===== src/rtl/gpio_packet_loader_pkg.sv =====
// Shared definitions for the SRAM test-chip GPIO front end: packet layout,
// idle packet value, state encoding and a small packet decode helper.
package test_chip_pkg;

    localparam int PKT_W    = 56;
    localparam int DATA_W   = 32;

    // Packet field bit positions
    localparam int CS_BIT   = 55;
    localparam int CSB0_BIT = 54;
    localparam int CSB1_BIT = 8;

    // Both port csb bits high, chip select low: the core sees no access
    localparam logic [PKT_W-1:0] IDLE_PACKET = 56'h40000000000100;

    // Loader state encoding
    typedef logic [2:0] state_t;
    localparam state_t ST_IDLE  = 3'd0;
    localparam state_t ST_RECV  = 3'd1;
    localparam state_t ST_ISSUE = 3'd2;
    localparam state_t ST_WAIT  = 3'd3;
    localparam state_t ST_SEND  = 3'd4;

    // A packet produces readback when either SRAM port is selected (csb low)
    function automatic logic needs_readback(input logic [PKT_W-1:0] pkt);
        return !pkt[CSB0_BIT] || !pkt[CSB1_BIT];
    endfunction

endpackage


===== src/rtl/gpio_packet_loader_if.sv =====
// GPIO-side signal bundle of the packet loader. The loader is the slave;
// whatever drives the serial pins and consumes the readback is the master.
interface gpio_packet_loader_if;
    import test_chip_pkg::*;

    logic              start_in;
    logic              sdata_in;
    logic              svalid_in;
    logic [DATA_W-1:0] sram_data;
    logic [PKT_W-1:0]  gpio_packet;
    logic              sdata_out;
    logic              sdata_valid_out;
    logic              busy_out;
    logic              frame_err_out;

    modport slave (
        input  start_in, sdata_in, svalid_in, sram_data,
        output gpio_packet, sdata_out, sdata_valid_out, busy_out, frame_err_out
    );

    modport master (
        output start_in, sdata_in, svalid_in, sram_data,
        input  gpio_packet, sdata_out, sdata_valid_out, busy_out, frame_err_out
    );

endinterface


===== src/rtl/gpio_packet_loader_piso_shifter.sv =====
// Parallel-load, serial-out shift register for the readback word.
// sout/valid are registered: a bit shifted on one edge is visible after it.
module piso_shifter #(
    parameter int W = 32
) (
    input  logic         clk,
    input  logic         srst,
    input  logic         load,
    input  logic         shift,
    input  logic [W-1:0] din,
    output logic         sout,
    output logic         valid
);
    logic [W-1:0] data_reg;
    logic         sout_reg;
    logic         valid_reg;

    // Load the word, then present its MSB and shift left once per shift cycle
    always_ff @(posedge clk) begin
        if (srst) begin
            data_reg  <= '0;
            sout_reg  <= 1'b0;
            valid_reg <= 1'b0;
        end else begin
            if (load) begin
                data_reg <= din;
            end else if (shift) begin
                data_reg <= {data_reg[W-2:0], 1'b0};
            end
            sout_reg  <= shift ? data_reg[W-1] : 1'b0;
            valid_reg <= shift;
        end
    end

    assign sout  = sout_reg;
    assign valid = valid_reg;

endmodule


===== src/rtl/gpio_packet_loader.sv =====
// Serial front end for the SRAM test chip: deserialises a command packet,
// holds it on gpio_packet for ISSUE_CYCLES, waits READ_LAT cycles, captures
// sram_data and shifts it back out MSB first.
module gpio_packet_loader
    import test_chip_pkg::*;
#(
    parameter int ISSUE_CYCLES = 2,
    parameter int READ_LAT     = 3
) (
    input  logic                clk_in,
    input  logic                rst_in,
    gpio_packet_loader_if.slave bus
);
    localparam logic [3:0]         ISSUE_LAST = 4'(ISSUE_CYCLES - 1);
    localparam logic [3:0]         WAIT_LAST  = 4'(READ_LAT - 1);
    localparam int                 SEND_CW    = $clog2(DATA_W);
    localparam logic [SEND_CW-1:0] SEND_LAST  = SEND_CW'(DATA_W - 1);
    localparam logic [5:0]         LAST_BIT   = 6'(PKT_W - 1);

    state_t               state_reg, state_next;
    // Only the first PKT_W-1 bits are stored; the final bit comes from the pin
    logic [PKT_W-2:0]     rx_shift_reg, rx_shift_next;
    logic [5:0]           bit_cnt_reg, bit_cnt_next;
    logic [3:0]           phase_cnt_reg, phase_cnt_next;
    logic [SEND_CW-1:0]   send_cnt_reg, send_cnt_next;
    logic [PKT_W-1:0]     gpio_reg, gpio_next;
    logic                 busy_reg, busy_next;
    logic                 err_reg, err_next;
    logic                 rd_load;
    logic                 rd_shift;
    logic                 rd_sout;
    logic                 rd_valid;

    // Next-state and datapath decisions for the receive/issue/readback sequence
    always_comb begin
        state_next     = state_reg;
        rx_shift_next  = rx_shift_reg;
        bit_cnt_next   = bit_cnt_reg;
        phase_cnt_next = phase_cnt_reg;
        send_cnt_next  = send_cnt_reg;
        gpio_next      = gpio_reg;
        err_next       = err_reg;
        rd_load        = 1'b0;
        rd_shift       = 1'b0;

        case (state_reg)
            ST_IDLE: begin
                if (bus.start_in) begin
                    state_next    = ST_RECV;
                    rx_shift_next = '0;
                    bit_cnt_next  = '0;
                end
            end
            ST_RECV: begin
                if (bus.start_in) begin
                    // A restart with bits already taken abandons a frame
                    if (bit_cnt_reg != 6'd0) begin
                        err_next = 1'b1;
                    end
                    rx_shift_next = '0;
                    bit_cnt_next  = '0;
                end else if (bus.svalid_in) begin
                    rx_shift_next = {rx_shift_reg[PKT_W-3:0], bus.sdata_in};
                    if (bit_cnt_reg == LAST_BIT) begin
                        gpio_next      = {rx_shift_reg, bus.sdata_in};
                        bit_cnt_next   = '0;
                        phase_cnt_next = '0;
                        state_next     = ST_ISSUE;
                    end else begin
                        bit_cnt_next = bit_cnt_reg + 6'd1;
                    end
                end
            end
            ST_ISSUE: begin
                if (phase_cnt_reg == ISSUE_LAST) begin
                    gpio_next      = IDLE_PACKET;
                    phase_cnt_next = '0;
                    state_next     = needs_readback(gpio_reg) ? ST_WAIT : ST_IDLE;
                end else begin
                    phase_cnt_next = phase_cnt_reg + 4'd1;
                end
            end
            ST_WAIT: begin
                if (phase_cnt_reg == WAIT_LAST) begin
                    rd_load        = 1'b1;
                    phase_cnt_next = '0;
                    send_cnt_next  = '0;
                    state_next     = ST_SEND;
                end else begin
                    phase_cnt_next = phase_cnt_reg + 4'd1;
                end
            end
            ST_SEND: begin
                rd_shift = 1'b1;
                if (send_cnt_reg == SEND_LAST) begin
                    send_cnt_next = '0;
                    state_next    = ST_IDLE;
                end else begin
                    send_cnt_next = send_cnt_reg + 1'b1;
                end
            end
            default: begin
                state_next = ST_IDLE;
            end
        endcase

        busy_next = (state_next == ST_ISSUE) || (state_next == ST_WAIT) ||
                    (state_next == ST_SEND);
    end

    // State and output registers; reset returns the core to the idle packet
    always_ff @(posedge clk_in) begin
        if (rst_in) begin
            state_reg     <= ST_IDLE;
            rx_shift_reg  <= '0;
            bit_cnt_reg   <= '0;
            phase_cnt_reg <= '0;
            send_cnt_reg  <= '0;
            gpio_reg      <= IDLE_PACKET;
            busy_reg      <= 1'b0;
            err_reg       <= 1'b0;
        end else begin
            state_reg     <= state_next;
            rx_shift_reg  <= rx_shift_next;
            bit_cnt_reg   <= bit_cnt_next;
            phase_cnt_reg <= phase_cnt_next;
            send_cnt_reg  <= send_cnt_next;
            gpio_reg      <= gpio_next;
            busy_reg      <= busy_next;
            err_reg       <= err_next;
        end
    end

    piso_shifter #(
        .W (DATA_W)
    ) u_readback (
        .clk   (clk_in),
        .srst  (rst_in),
        .load  (rd_load),
        .shift (rd_shift),
        .din   (bus.sram_data),
        .sout  (rd_sout),
        .valid (rd_valid)
    );

    assign bus.gpio_packet     = gpio_reg;
    assign bus.busy_out        = busy_reg;
    assign bus.frame_err_out   = err_reg;
    assign bus.sdata_out       = rd_sout;
    assign bus.sdata_valid_out = rd_valid;

endmodule


===== src/flat_wrapper.sv =====
// flat-port wrapper written by rule: the top's interface ports become plain ports
module gpio_packet_loader_flat import test_chip_pkg::*;
#(
    parameter int ISSUE_CYCLES = 2,
    parameter int READ_LAT     = 3
)
  (clk_in, rst_in, bus_start_in, bus_sdata_in, bus_svalid_in, bus_sram_data, bus_gpio_packet, bus_sdata_out, bus_sdata_valid_out, bus_busy_out, bus_frame_err_out);
  gpio_packet_loader_if bus_i ();
  input  logic clk_in;
  input  logic rst_in;
  input wire logic [$bits(bus_i.start_in)-1:0] bus_start_in;
  input wire logic [$bits(bus_i.sdata_in)-1:0] bus_sdata_in;
  input wire logic [$bits(bus_i.svalid_in)-1:0] bus_svalid_in;
  input wire logic [$bits(bus_i.sram_data)-1:0] bus_sram_data;
  output wire logic [$bits(bus_i.gpio_packet)-1:0] bus_gpio_packet;
  output wire logic [$bits(bus_i.sdata_out)-1:0] bus_sdata_out;
  output wire logic [$bits(bus_i.sdata_valid_out)-1:0] bus_sdata_valid_out;
  output wire logic [$bits(bus_i.busy_out)-1:0] bus_busy_out;
  output wire logic [$bits(bus_i.frame_err_out)-1:0] bus_frame_err_out;
  assign bus_i.start_in = bus_start_in;
  assign bus_i.sdata_in = bus_sdata_in;
  assign bus_i.svalid_in = bus_svalid_in;
  assign bus_i.sram_data = bus_sram_data;
  assign bus_gpio_packet = bus_i.gpio_packet;
  assign bus_sdata_out = bus_i.sdata_out;
  assign bus_sdata_valid_out = bus_i.sdata_valid_out;
  assign bus_busy_out = bus_i.busy_out;
  assign bus_frame_err_out = bus_i.frame_err_out;
  gpio_packet_loader #(.ISSUE_CYCLES(ISSUE_CYCLES), .READ_LAT(READ_LAT)) u_core (.clk_in(clk_in), .rst_in(rst_in), .bus(bus_i));
endmodule

===== config.mk =====
export PLATFORM = sky130hd
export DESIGN_NAME = gpio_packet_loader_flat
export DESIGN_NICKNAME = d
export VERILOG_FILES = /design/src/rtl/gpio_packet_loader_pkg.sv /design/src/rtl/gpio_packet_loader_if.sv /design/src/rtl/gpio_packet_loader_piso_shifter.sv /design/src/rtl/gpio_packet_loader.sv /design/src/flat_wrapper.sv
export SDC_FILE = /design/constraint.sdc
export NUM_CORES = 1
export LEC_CHECK = 0
export ABC_AREA = 1
export CORE_MARGIN = 1.5
export CORE_UTILIZATION = 59
export DETAILED_ROUTE_END_ITERATION = 12
export HOLD_SLACK_MARGIN = 0.12
export PLACE_DENSITY = 0.85
export SLEW_MARGIN = 20
export SYNTH_ARGS = -nofsm -noshare
export SYNTH_HDL_FRONTEND = slang
export SYNTH_SLANG_ARGS = --single-unit
export TNS_END_PERCENT = 10

===== constraint.sdc =====
create_clock -name clk_in -period 4.2 [get_ports clk_in]
set_clock_uncertainty 0.2 [all_clocks]
set_input_delay 0.84 -clock clk_in [delete_from_list [all_inputs] [get_ports clk_in]]
set_output_delay 0.84 -clock clk_in [all_outputs]
set_load 0.02 [all_outputs]

* Word-level counts from Yosys, hierarchy flattened
Index checks and enable logic that the tools add are counted.
** Cells by class
- $add $sub $neg :: 3
- Equal/unequal tests :: 18
- Muxes and demuxes :: 37
- Bitwise logic cells :: 1
- Reduce and logical (&&, ||, !) cells :: 18
** Operators with widths (count)
- 56-bit two-way mux :: 4
- 55-bit two-way mux :: 3
- 56-bit one-hot mux with 2 select lines :: 1
- 55-bit one-hot mux with 2 select lines :: 1
- 32-bit two-way mux :: 2
- 6-bit two-way mux :: 4
- 3-bit two-way mux :: 7
- 4-bit two-way mux :: 5
- 3-bit one-hot mux with 5 select lines :: 1
- 3-bit by 2-bit == test with 1-bit output (second input constant) :: 4
- 4-bit one-hot mux with 3 select lines :: 1
- 6-bit one-hot mux with 2 select lines :: 1
- 5-bit two-way mux :: 2
- 5-bit one-hot mux with 2 select lines :: 1
- 2-bit nonzero test :: 4
- 6-bit by 1-bit adder with 6-bit output (second input constant) :: 1
- 3-bit == test (second input constant) :: 2
- 6-bit == test (second input constant) :: 1
- 2-bit by 1-bit != test with 1-bit output (second input constant) :: 3
- 2-bit != test (second input constant) :: 3
- 3-bit AND reduction :: 2
- 6-bit nonzero test :: 1
- 5-bit by 1-bit adder with 5-bit output (second input constant) :: 1
- 5-bit == test (second input constant) :: 1
- other kinds (16) :: 21
** Word-level totals
- Flip-flop bits (word level) :: 165
- Input port bits :: 37
- Output and inout bits :: 60
- Word-level logic and storage cells :: 88

* Depth between registers and ports, before layout
Gate-level depths: netlist of the first run.
- Word-level depth :: 8
- Depth in mapped cells :: 11
- Mapped depth without buffers :: 10

* By module
From an unflattened synthesis of the first run, not the netlist that was laid out.
** Second synthesis, totals
- Cell total of the unflattened synthesis :: 1091
- Area, all modules :: 7399.6 um^2
** Modules (own cells, without submodules)
- gpio_packet_loader :: times used 1, cells each 843, area an instance 5764.3 um^2, sequential area each 2622.5 um^2
- piso_shifter :: times used 1, cells each 248, area an instance 1635.3 um^2, sequential area each 680.7 um^2

* Worst setup path after synthesis of the first run
OpenSTA, ideal clock, no wires.
- Path type :: input-to-reg
- Start :: in bus_svalid_in
- End :: reg u_core.rx_shift_reg[10]
- Library setup time :: 0.070 ns
- Data arrival time :: 1.623 ns
- Required time :: 3.930 ns
- Setup slack :: 2.307 ns
- Stages :: 4
- Buffers on the path :: 2
- Path through :: clkbuf_1 clkbuf_1 nand4_1 a21oi_1
** On the way
- Cells in the longest elaborated chain, start to end :: 2
** RTL lines
- start, declared :: line flat_wrapper.sv:13 : input wire logic [$bits(bus_i.svalid_in)-1:0] bus_svalid_in;
- 3-bit != test (no line)
- 3-bit AND reduction (no line)
- end signal, assigned :: line gpio_packet_loader.sv:124 : rx_shift_reg <= rx_shift_next;
- end, declared :: line gpio_packet_loader.sv:22 : logic [PKT_W-2:0] rx_shift_reg, rx_shift_next;
No other way between the ends.
A chain may end at the register's enable or synchronous reset.

* Worst setup path after layout of the first run
- Start :: reg u_core.state_reg[0]
- End :: reg u_core.gpio_reg[13], in the netlist u_core.bus.gpio_packet[13]
** On the way
- Cells in the longest elaborated chain, start to end :: 3
- Elaborated cells on any way between the ends :: 9
- Those cells by class :: 6 x eq/ne; 1 x mux; 2 x reduce/logical
** RTL lines
- start, declared :: line gpio_packet_loader.sv:20 : state_t state_reg, state_next;
- start signal, assigned :: line gpio_packet_loader.sv:123 : state_reg <= state_next;
- 3-bit by 2-bit == test with 1-bit output or 3-bit by 1-bit == test with 1-bit output (tied branches) :: line gpio_packet_loader.sv:46 : case (state_reg)
- 2-bit by 1-bit != test with 1-bit output (no line), or another cell as far along
- 5-bit AND reduction (no line)
- end signal, assigned :: line gpio_packet_loader.sv:128 : gpio_reg <= gpio_next;
- end, declared :: line gpio_packet_loader.sv:26 : logic [PKT_W-1:0] gpio_reg, gpio_next;
Several ways; a longest one is shown, not always the timed one.

==> results.toml, run 1 <==
[outcome]
outcome = "finished, violations left"
violations = "design-rule violations"

[timing]
fin_tns_setup_ns = 0
fmax_mhz = 348
fin_hold_ws_ns = 0.263
rsz0062_at_grt = "no"
period_needed_ns = 2.88
hold_violations = 0
fin_crit_sh_pct = 68.5
worst_pin_slew_ns = 0.995
setup_viol = 0
relSlewSlack_pct = 33.6
slew_viol_final = 0

[layout]
drive_gt1_share_pct = 5.51
fin_cells = 1196
diodes = 0
fin_nets = 1082
syn2layout_area_growth_pct = 21.5
fin_area_um2 = 8510
regArea_um2 = 3300
multi_input_area_um2 = 3230
largest_register_ffs = 56
num-fill-cells = 941

[min_path]
hold_path.class = "flop to flop"
whs_path_depth = 2

[global_route]
grtUsageTotal_pct = 26.0
grt_max_degree = 67
grt_pass1_wl_um = 26800
grt_pass1_vias = 5820
antenna_found_initial = 0
overflow = 0

[power]
worst_ir_drop_vdd_mv = 0.460
total_power_mw = 3.68
power_density_nw_per_um2 = 432
leakagePower_nw = 3.19

[placement]
portBuffers = 96
globalplace.congestion = 0.863
placed_area_um2 = 7900
hpwl_um = 9560
dp_cells = 1165

[cts]
clk_latency_ns = 0.42
clockRootBuffer = "clkbuf_16"
cts_setup_buffers = 0
cts_max_path_buffers = 2
cts_hold_buf = 0
cts_tree = "yes"
cts_sinks = 165
cts_max_level = 4
cts_buffers = 17
clk_pin_slew_ns = 0.06
postCtsResizedCells = 0

[die]
row_count = 39
die_w_um = 112
die_h_um = 112
initial_utilization_pct = 60.8
die_area_um2 = 12500
core_um2 = 11500
pin_count = 97

[critical_path]
path_max_fanout = 45
arrival_ns = 3.04
start_kind = "flop"
critPathKind = "flop to flop"
worst_r2r_path_depth = 10
crit_required_ns = 4.36
cp-end-kind = "flop"

[synth]
synth-main-ff-cell = "dfxtp_1"
synth_edf_count = 0
ys_ff_latch = 165
netlist_area_um2 = 7000
synth-seq-area-share_pct = 47.2
async_reset_ff_share_pct = 0
yosys_warnings = 0
synth.net_count = 1030
synth_cell_types = 26
syn_inst = 989
avgSynthCellArea_um2 = 7.08

[detailed_routing]
drt-total-wl_um = 15800
drtPass1Iterations = 9
dr.first_iter.drc_count = 543
num_vias = 6611
ant_nets = 0
viasPerCell = 5.53
wire_per_inst_um = 13.2
drc = 16

[flow_run]
cap_violations = 0
==> path summary, 6_finish.rpt <==
kind                                  startpoint                        endpoint  slack [ns]
setup / recovery             u_core.state_reg[0]      u_core.bus.gpio_packet[13]        1.32
hold / removal    u_core.u_readback.data_reg[23]  u_core.u_readback.data_reg[24]        0.26
setup reg to reg             u_core.state_reg[0]      u_core.bus.gpio_packet[13]        1.32
hold reg to reg   u_core.u_readback.data_reg[23]  u_core.u_readback.data_reg[24]        0.26
==> cells in the mapped netlist, drive strengths merged, types with 3 or more instances <==
library cell / number / area [um^2]
clkbuf: 40 / 150
buf: 36 / 204
ha: 4 / 50.1
dfxtp: 165 / 3300
a21oi: 124 / 621
nand2: 257 / 965
nand3: 75 / 385
inv: 35 / 131
o21ai: 41 / 205
nor2: 144 / 551
nand4: 57 / 357
xor2: 3 / 26.3
==> layer usage <==
| metal | global-route usage, % | part of all wire [%] | routed length (um) | up-vias |
|---|---|---|---|---|
| li1 | - | - | - | 3369 |
| met1 | 33.8 | 45 | 7140 | 3018 |
| met2 | 43.5 | 48 | 7610 | 212 |
| met3 | 6.26 | 5.9 | 938 | 12 |
| met4 | 7.01 | 0.85 | 135 | 0 |
| met5 | 0 | 0 | 0 | - |
==> cells by family after synthesis <==
| group | Yosys count | share of synthesized area, % |
|---|---|---|
| AND/OR/NAND/NOR | 535 | 32.4 |
| AO/OA/AOI/OAI | 170 | 12.3 |
| flip-flops | 165 | 47.2 |
| buffers and inverters | 112 | 6.99 |
| adder cells (fa/ha/maj) | 4 | 0.715 |
| XOR/XNOR | 3 | 0.375 |
==> layout by cell type (no fill, tap or decap) <==
cell,count
ha_1,4
nand2_2,1
clkbuf_16,17
nor2_2,1
clkbuf_8,4
clkinvlp_4,3
o21ai_0,41
bufinv_16,3
inv_1,29
dfxtp_1,165
buf_2,2
clkbuf_1,2
inv_2,7
clkdlybuf4s50_1,94
nor3_1,1
nand2_1,256
nor3b_1,1
o211ai_1,1
nor2_4,2
nand3_2,2
clkinv_2,2
nor2_1,141
o21bai_4,1
a21boi_0,2
nand4_1,57
a31oi_1,1
buf_4,13
nand3_1,73
xor2_1,3
a21oi_1,124
==> through the flow <==
stage	utilization, %	setup WS (ns)
after floorplan	-	2.31
after global routing	73.9	1.05
final	73.9	1.32
after CTS	73.9	1.34
after global placement	68.6	1.16
after detailed placement	68.6	1.10
==> where the power goes <==
group	total (mW)	switching [mW]	internal [mW]	leakage (nW)
logic	0.438	0.266	0.172	1.56
registers	1.64	0.0271	1.61	1.34
clock network	1.60	0.606	0.993	0.291
==> critical path: stages, from the launching register on <==
cell	delay, ns
dfxtp_1	0.41
inv_2	0.06
nand3_2	0.24
buf_4	0.48
inv_2	0.12
nand2_1	0.11
nand3_1	0.12
nor2_4	0.52
buf_4	0.36
nor2_1	0.07
nor2_1	0.11
==> cell type report <==
| class | instances | share of cell area, % |
|---|---|---|
| sequential | 165 | 38.8 |
| multi-input combinational | 712 | 38.0 |
| timing repair buffer | 109 | 12.3 |
| clock buffer | 23 | 5.74 |
| tap | 143 | 2.10 |
| inverter | 36 | 1.59 |
| clock inverter | 8 | 1.44 |
Power figures use the tool's default switching activity.
==> inputs of run 2 (changes only) <==
--- a/config.mk
+++ b/config.mk
@@ -7,10 +7,10 @@
 export LEC_CHECK = 0
 export ABC_AREA = 1
 export CORE_MARGIN = 1.5
-export CORE_UTILIZATION = 59
+export CORE_UTILIZATION = 49
 export DETAILED_ROUTE_END_ITERATION = 12
 export HOLD_SLACK_MARGIN = 0.12
-export PLACE_DENSITY = 0.85
+export PLACE_DENSITY = 0.76
 export SLEW_MARGIN = 20
 export SYNTH_ARGS = -nofsm -noshare
 export SYNTH_HDL_FRONTEND = slang
==> constraint.sdc (replaced) <==
create_clock -name clk_in -period 2.3 [get_ports clk_in]
set_clock_uncertainty 0.2 [all_clocks]
set_input_delay 0.46 -clock clk_in [delete_from_list [all_inputs] [get_ports clk_in]]
set_output_delay 0.46 -clock clk_in [all_outputs]
set_load 0.02 [all_outputs]
==> results.toml, run 2 (synthesis gave the netlist of run 1 again) <==
[outcome]
outcome = "finished, final reports clean"

[die]
core_um2 = 13900
die_h_um = 123
die_w_um = 123
pin_count = 97
initial_utilization_pct = 50.2
die_area_um2 = 15000
row_count = 43

[critical_path]
crit_slowest_cell = "clkdlybuf4s50_1"
crit_chain = "clkdlybuf4s50_1"
critPathLaunch = "u_core.bus.gpio_packet[54]"
path_max_fanout = 3
critPathKind = "flop to primary output"
start_kind = "flop"
arrival_ns = 1.39
critPathTopFamily = "buffers and inverters"
crit_required_ns = 1.64
max_stage_delay_ns = 0.62
cp_num_buf_inv = 1
r2r_start = "u_core.bit_cnt_reg[0]"
cp-end-kind = "primary output"

[layout]
largest_register_ffs = 56
diodes = 0
drive_gt1_share_pct = 6.23
multi_input_area_um2 = 3230
layout_commonest_cell = "nand2_1"
num-fill-cells = 1269
syn2layout_area_growth_pct = 23.5
layout_common_cells = "nand2_1 (256), dfxtp_1 (165), nor2_1 (141), a21oi_1 (124), clkdlybuf4s50_1 (94)"
regArea_um2 = 3300
fin_nets = 1091

[cts]
cts_sinks = 165
clk_pin_slew_ns = 0.06
clockRootBuffer = "clkbuf_16"
clk_latency_ns = 0.42
cts_hold_buf = 0
cts_buffers = 17
cts_tree = "yes"
cts_max_level = 4
cts_setup_buffers = 0
postCtsResizedCells = 0
cts_max_path_buffers = 2

[timing]
worst_pin_slew_ns = 0.771
hold_violations = 0
setup_viol = 0
slew_viol_final = 0
fmax_mhz = 487
rsz0062_at_grt = "no"
fin_crit_sh_pct = 89.3
relSlewSlack_pct = 48.6
period_needed_ns = 2.05
fin_tns_setup_ns = 0
fin_hold_ws_ns = 0.195

[global_route]
overflow = 0
grt_pass1_wl_um = 27100
grt_pass1_vias = 5911
grt_max_degree = 57
antenna_found_initial = 0
grtUsageTotal_pct = 22.2

[detailed_routing]
dr.first_iter.drc_count = 516
ant_nets = 0
num_vias = 6584
wire_per_inst_um = 12.8
drc = 0
viasPerCell = 5.31
drtPass1Iterations = 5
drt-total-wl_um = 15900

[power]
netSwitchingPower_mw = 1.64
leakagePower_nw = 3.24
pwr-share-clk_pct = 41.7
power_density_nw_per_um2 = 759
worst_ir_drop_vdd_mv = 0.455
pwr-share-comb_pct = 12.7
swShare_pct = 25.0
seqPwrFrac_pct = 45.6
p_int_mw = 4.92

[min_path]
hold_path.class = "input port to flop"
min_from = "rst_in"

[placement]
globalplace.congestion = 0.867
portBuffers = 96
hpwl_um = 9890

[flow_run]
cap_violations = 0
==> run 2: cell count changes in the layout (fill, tap and decap cells not counted) <==
cell | before | now
clkbuf_1 | 2 | 1
bufinv_16 | 3 | 2
inv_6 | 0 | 1
clkinv_2 | 2 | 4
buf_4 | 13 | 16
clkbuf_8 | 4 | 2
buf_12 | 0 | 6
clkinv_4 | 0 | 1
clkinvlp_4 | 3 | 1
==> run 2: final timing paths <==
check	cells after the start	slack [ns]	end
worst max-delay path	1	0.25	bus_gpio_packet[54]
worst max register to register	10	0.25	u_core.bus.gpio_packet[12]
worst min-delay path	2	0.19	u_core.bit_cnt_reg[5]
worst min register to register	2	0.27	u_core.u_readback.data_reg[8]
==> run 2: cell type report <==
class                           instances  share of cell area, %
Clock buffer                           20                   5.28
Clock inverter                          9                   1.22
Inverter                               36                   1.56
Multi-Input combinational cell        712                   37.4
Sequential cell                       165                   38.2
Tap cell                              180                   2.60
Timing Repair Buffer                  118                   13.8
==> run 2: routing by layer <==
layer	vias up	part of all wire [%]	global-route usage, %	wire, um
met4	0	1.3	8.14	210
met5	-	0	0	0
met3	14	4.0	4.14	631
met2	151	48	37.0	7690
met1	3027	46	28.8	7330
li1	3392	-	-	-
==> run 2: power by group through the flow <==
stage	registers, mW	clock network (mW)	logic, mW
after floorplan	3.16	0	0.402
after global placement	3.06	0	0.825
after detailed placement	3.06	0	0.833
after CTS	3.00	2.78	0.837
after global routing	3.00	2.89	0.922
final	3.00	2.74	0.831
==> run 2: metrics by stage <==
stage | util, % | worst slack [ns] | power, mW | cell area (um^2) | instances
floorplan | - | 0.550 | 3.56 | 7000 | 989
global placement | 58.0 | 0.187 | 3.88 | 8080 | 1211
detailed placement | 58.0 | 0.144 | 3.89 | 8080 | 1211
CTS | 62.0 | 0.229 | 6.61 | 8650 | 1240
global route | 62.0 | 0.00170 | 6.82 | 8650 | 1240
finish | 62.0 | 0.246 | 6.56 | 8650 | 1240
==> inputs of run 3 (changes only) <==
--- a/config.mk
+++ b/config.mk
@@ -7,10 +7,11 @@
 export LEC_CHECK = 0
 export ABC_AREA = 1
 export CORE_MARGIN = 1.5
-export CORE_UTILIZATION = 49
+export CORE_UTILIZATION = 55
 export DETAILED_ROUTE_END_ITERATION = 12
+export GPL_TIMING_DRIVEN = 1
 export HOLD_SLACK_MARGIN = 0.12
-export PLACE_DENSITY = 0.76
+export PLACE_DENSITY = 0.8
 export SLEW_MARGIN = 20
 export SYNTH_ARGS = -nofsm -noshare
 export SYNTH_HDL_FRONTEND = slang
==> constraint.sdc (replaced) <==
create_clock -name clk_in -period 2.1 [get_ports clk_in]
set_clock_uncertainty 0.2 [all_clocks]
set_input_delay 0.42 -clock clk_in [delete_from_list [all_inputs] [get_ports clk_in]]
set_output_delay 0.42 -clock clk_in [all_outputs]
set_load 0.02 [all_outputs]
==> results.toml, run 3 (synthesis gave the netlist of run 1 again) <==
[global_route]
grt_max_degree = 67
grt_pass1_wl_um = 27600
grt_pass1_vias = 6115
antenna_found_initial = 0
grtUsageTotal_pct = 25.4
overflow = 0

[critical_path]
critPathTopFamily = "buffers and inverters"
critPathLaunch = "u_core.bus.gpio_packet[8]"
start_kind = "flop"
crit_slowest_cell = "clkdlybuf4s50_1"
arrival_ns = 1.45
crit_chain = "clkdlybuf4s50_1"
max_stage_delay_ns = 0.65
path_max_fanout = 3
worst_r2r_path_depth = 11
crit_required_ns = 1.48
critPathKind = "flop to primary output"
cp_num_buf_inv = 1
r2r_start = "u_core.bit_cnt_reg[1]"
cp-end-kind = "primary output"
path_depth = 1

[timing]
rsz0062_at_grt = "no"
period_needed_ns = 2.07
hold_violations = 0
fmax_mhz = 483
setup_ws_ns = 0.0305
setup_viol = 0
slew_viol_final = 0
relSlewSlack_pct = 62.9
fin_crit_sh_pct = 98.5
worst_pin_slew_ns = 0.556
fin_hold_ws_ns = 0.262

[die]
core_um2 = 12500
die_w_um = 116
pin_count = 97
initial_utilization_pct = 55.9
row_count = 41
die_area_um2 = 13400
die_h_um = 116

[cts]
cts_buffers = 17
clk_pin_slew_ns = 0.06
cts_max_level = 4
clockRootBuffer = "clkbuf_16"
cts_sinks = 165
clk_latency_ns = 0.42
cts_max_path_buffers = 2
cts_tree = "yes"
cts_hold_buf = 0

[min_path]
min_from = "u_core.u_readback.data_reg[15]"
whs_path_depth = 2
hold_path.class = "flop to flop"

[layout]
diodes = 0
largest_register_ffs = 56
drive_gt1_share_pct = 6.99
fin_util_pct = 69.7
layout_commonest_cell = "nand2_1"
syn2layout_area_growth_pct = 24.5
fin_nets = 1102
fin_area_um2 = 8720
layout_common_cells = "nand2_1 (256), dfxtp_1 (164), nor2_1 (141), a21oi_1 (124), clkdlybuf4s50_1 (94)"

[power]
power_density_nw_per_um2 = 801
leakagePower_nw = 3.29
total_power_mw = 6.99
worst_ir_drop_vdd_mv = 0.365

[detailed_routing]
dr.first_iter.drc_count = 514
wire_per_inst_um = 13.3
drc = 0
viasPerCell = 5.45
num_vias = 6783
drtPass1Iterations = 5
drt-total-wl_um = 16600
ant_nets = 0

[placement]
globalplace.congestion = 0.863
portBuffers = 96
place_ws_ns = -0.0125
hpwl_um = 10000
placed_area_um2 = 8140

[outcome]
outcome = "finished, final reports clean"

[flow_run]
cap_violations = 0
==> run 3: cell count changes in the layout (fill, tap and decap cells not counted), sizes merged <==
cell	previous run	this run
buf	24	34
clkinvlp	1	0
clkbuf	20	27
inv	37	36
bufinv	2	0
==> run 3: what timing repair did <==
item / 4_1_cts / 5_1_grt
setup endpoints to repair: 0 / 36
buffers inserted: 0 / 3
gates resized for setup: 0 / 1
==> run 3: power by group <==
part,switching (mW),total (mW),internal [mW]
Clock,1.16,2.74,1.59
Sequential,0.0518,3.28,3.23
Combinational,0.557,0.961,0.404
Total,1.76,6.99,5.22
==> run 3: through the flow <==
step	TNS [ns]	instances
5_1_grt	0	1245
2_1_floorplan	0	989
3_5_place_dp	-0.0222	1209
4_1_cts	0	1240
3_3_place_gp	0	1209
6_report	0	1245
==> run 3: area by class of cell <==
cell class	instances	area [um^2]
Inverter	36	135
Fill cell	1096	3800
Multi-Input combinational cell	712	3230
Timing Repair Buffer	129	1320
Clock buffer	26	489
Tap cell	172	215
Clock inverter	5	25.0
Sequential cell	165	3300
==> run 3: worst paths after layout <==
path	end	slack (ns)
setup reg to reg	u_core.bus.gpio_packet[49]	0.17
hold / removal	u_core.u_readback.data_reg[16]	0.26
hold reg to reg	u_core.u_readback.data_reg[16]	0.26
setup / recovery	bus_gpio_packet[8]	0.03
==> run 3: per-layer routing <==
metal	vias to the layer above	global-route usage [%]	wire, um
li1	3408	-	-
met1	3174	32.4	7510
met2	183	43.3	7990
met3	18	5.33	846
met4	0	7.89	216
met5	-	0	0
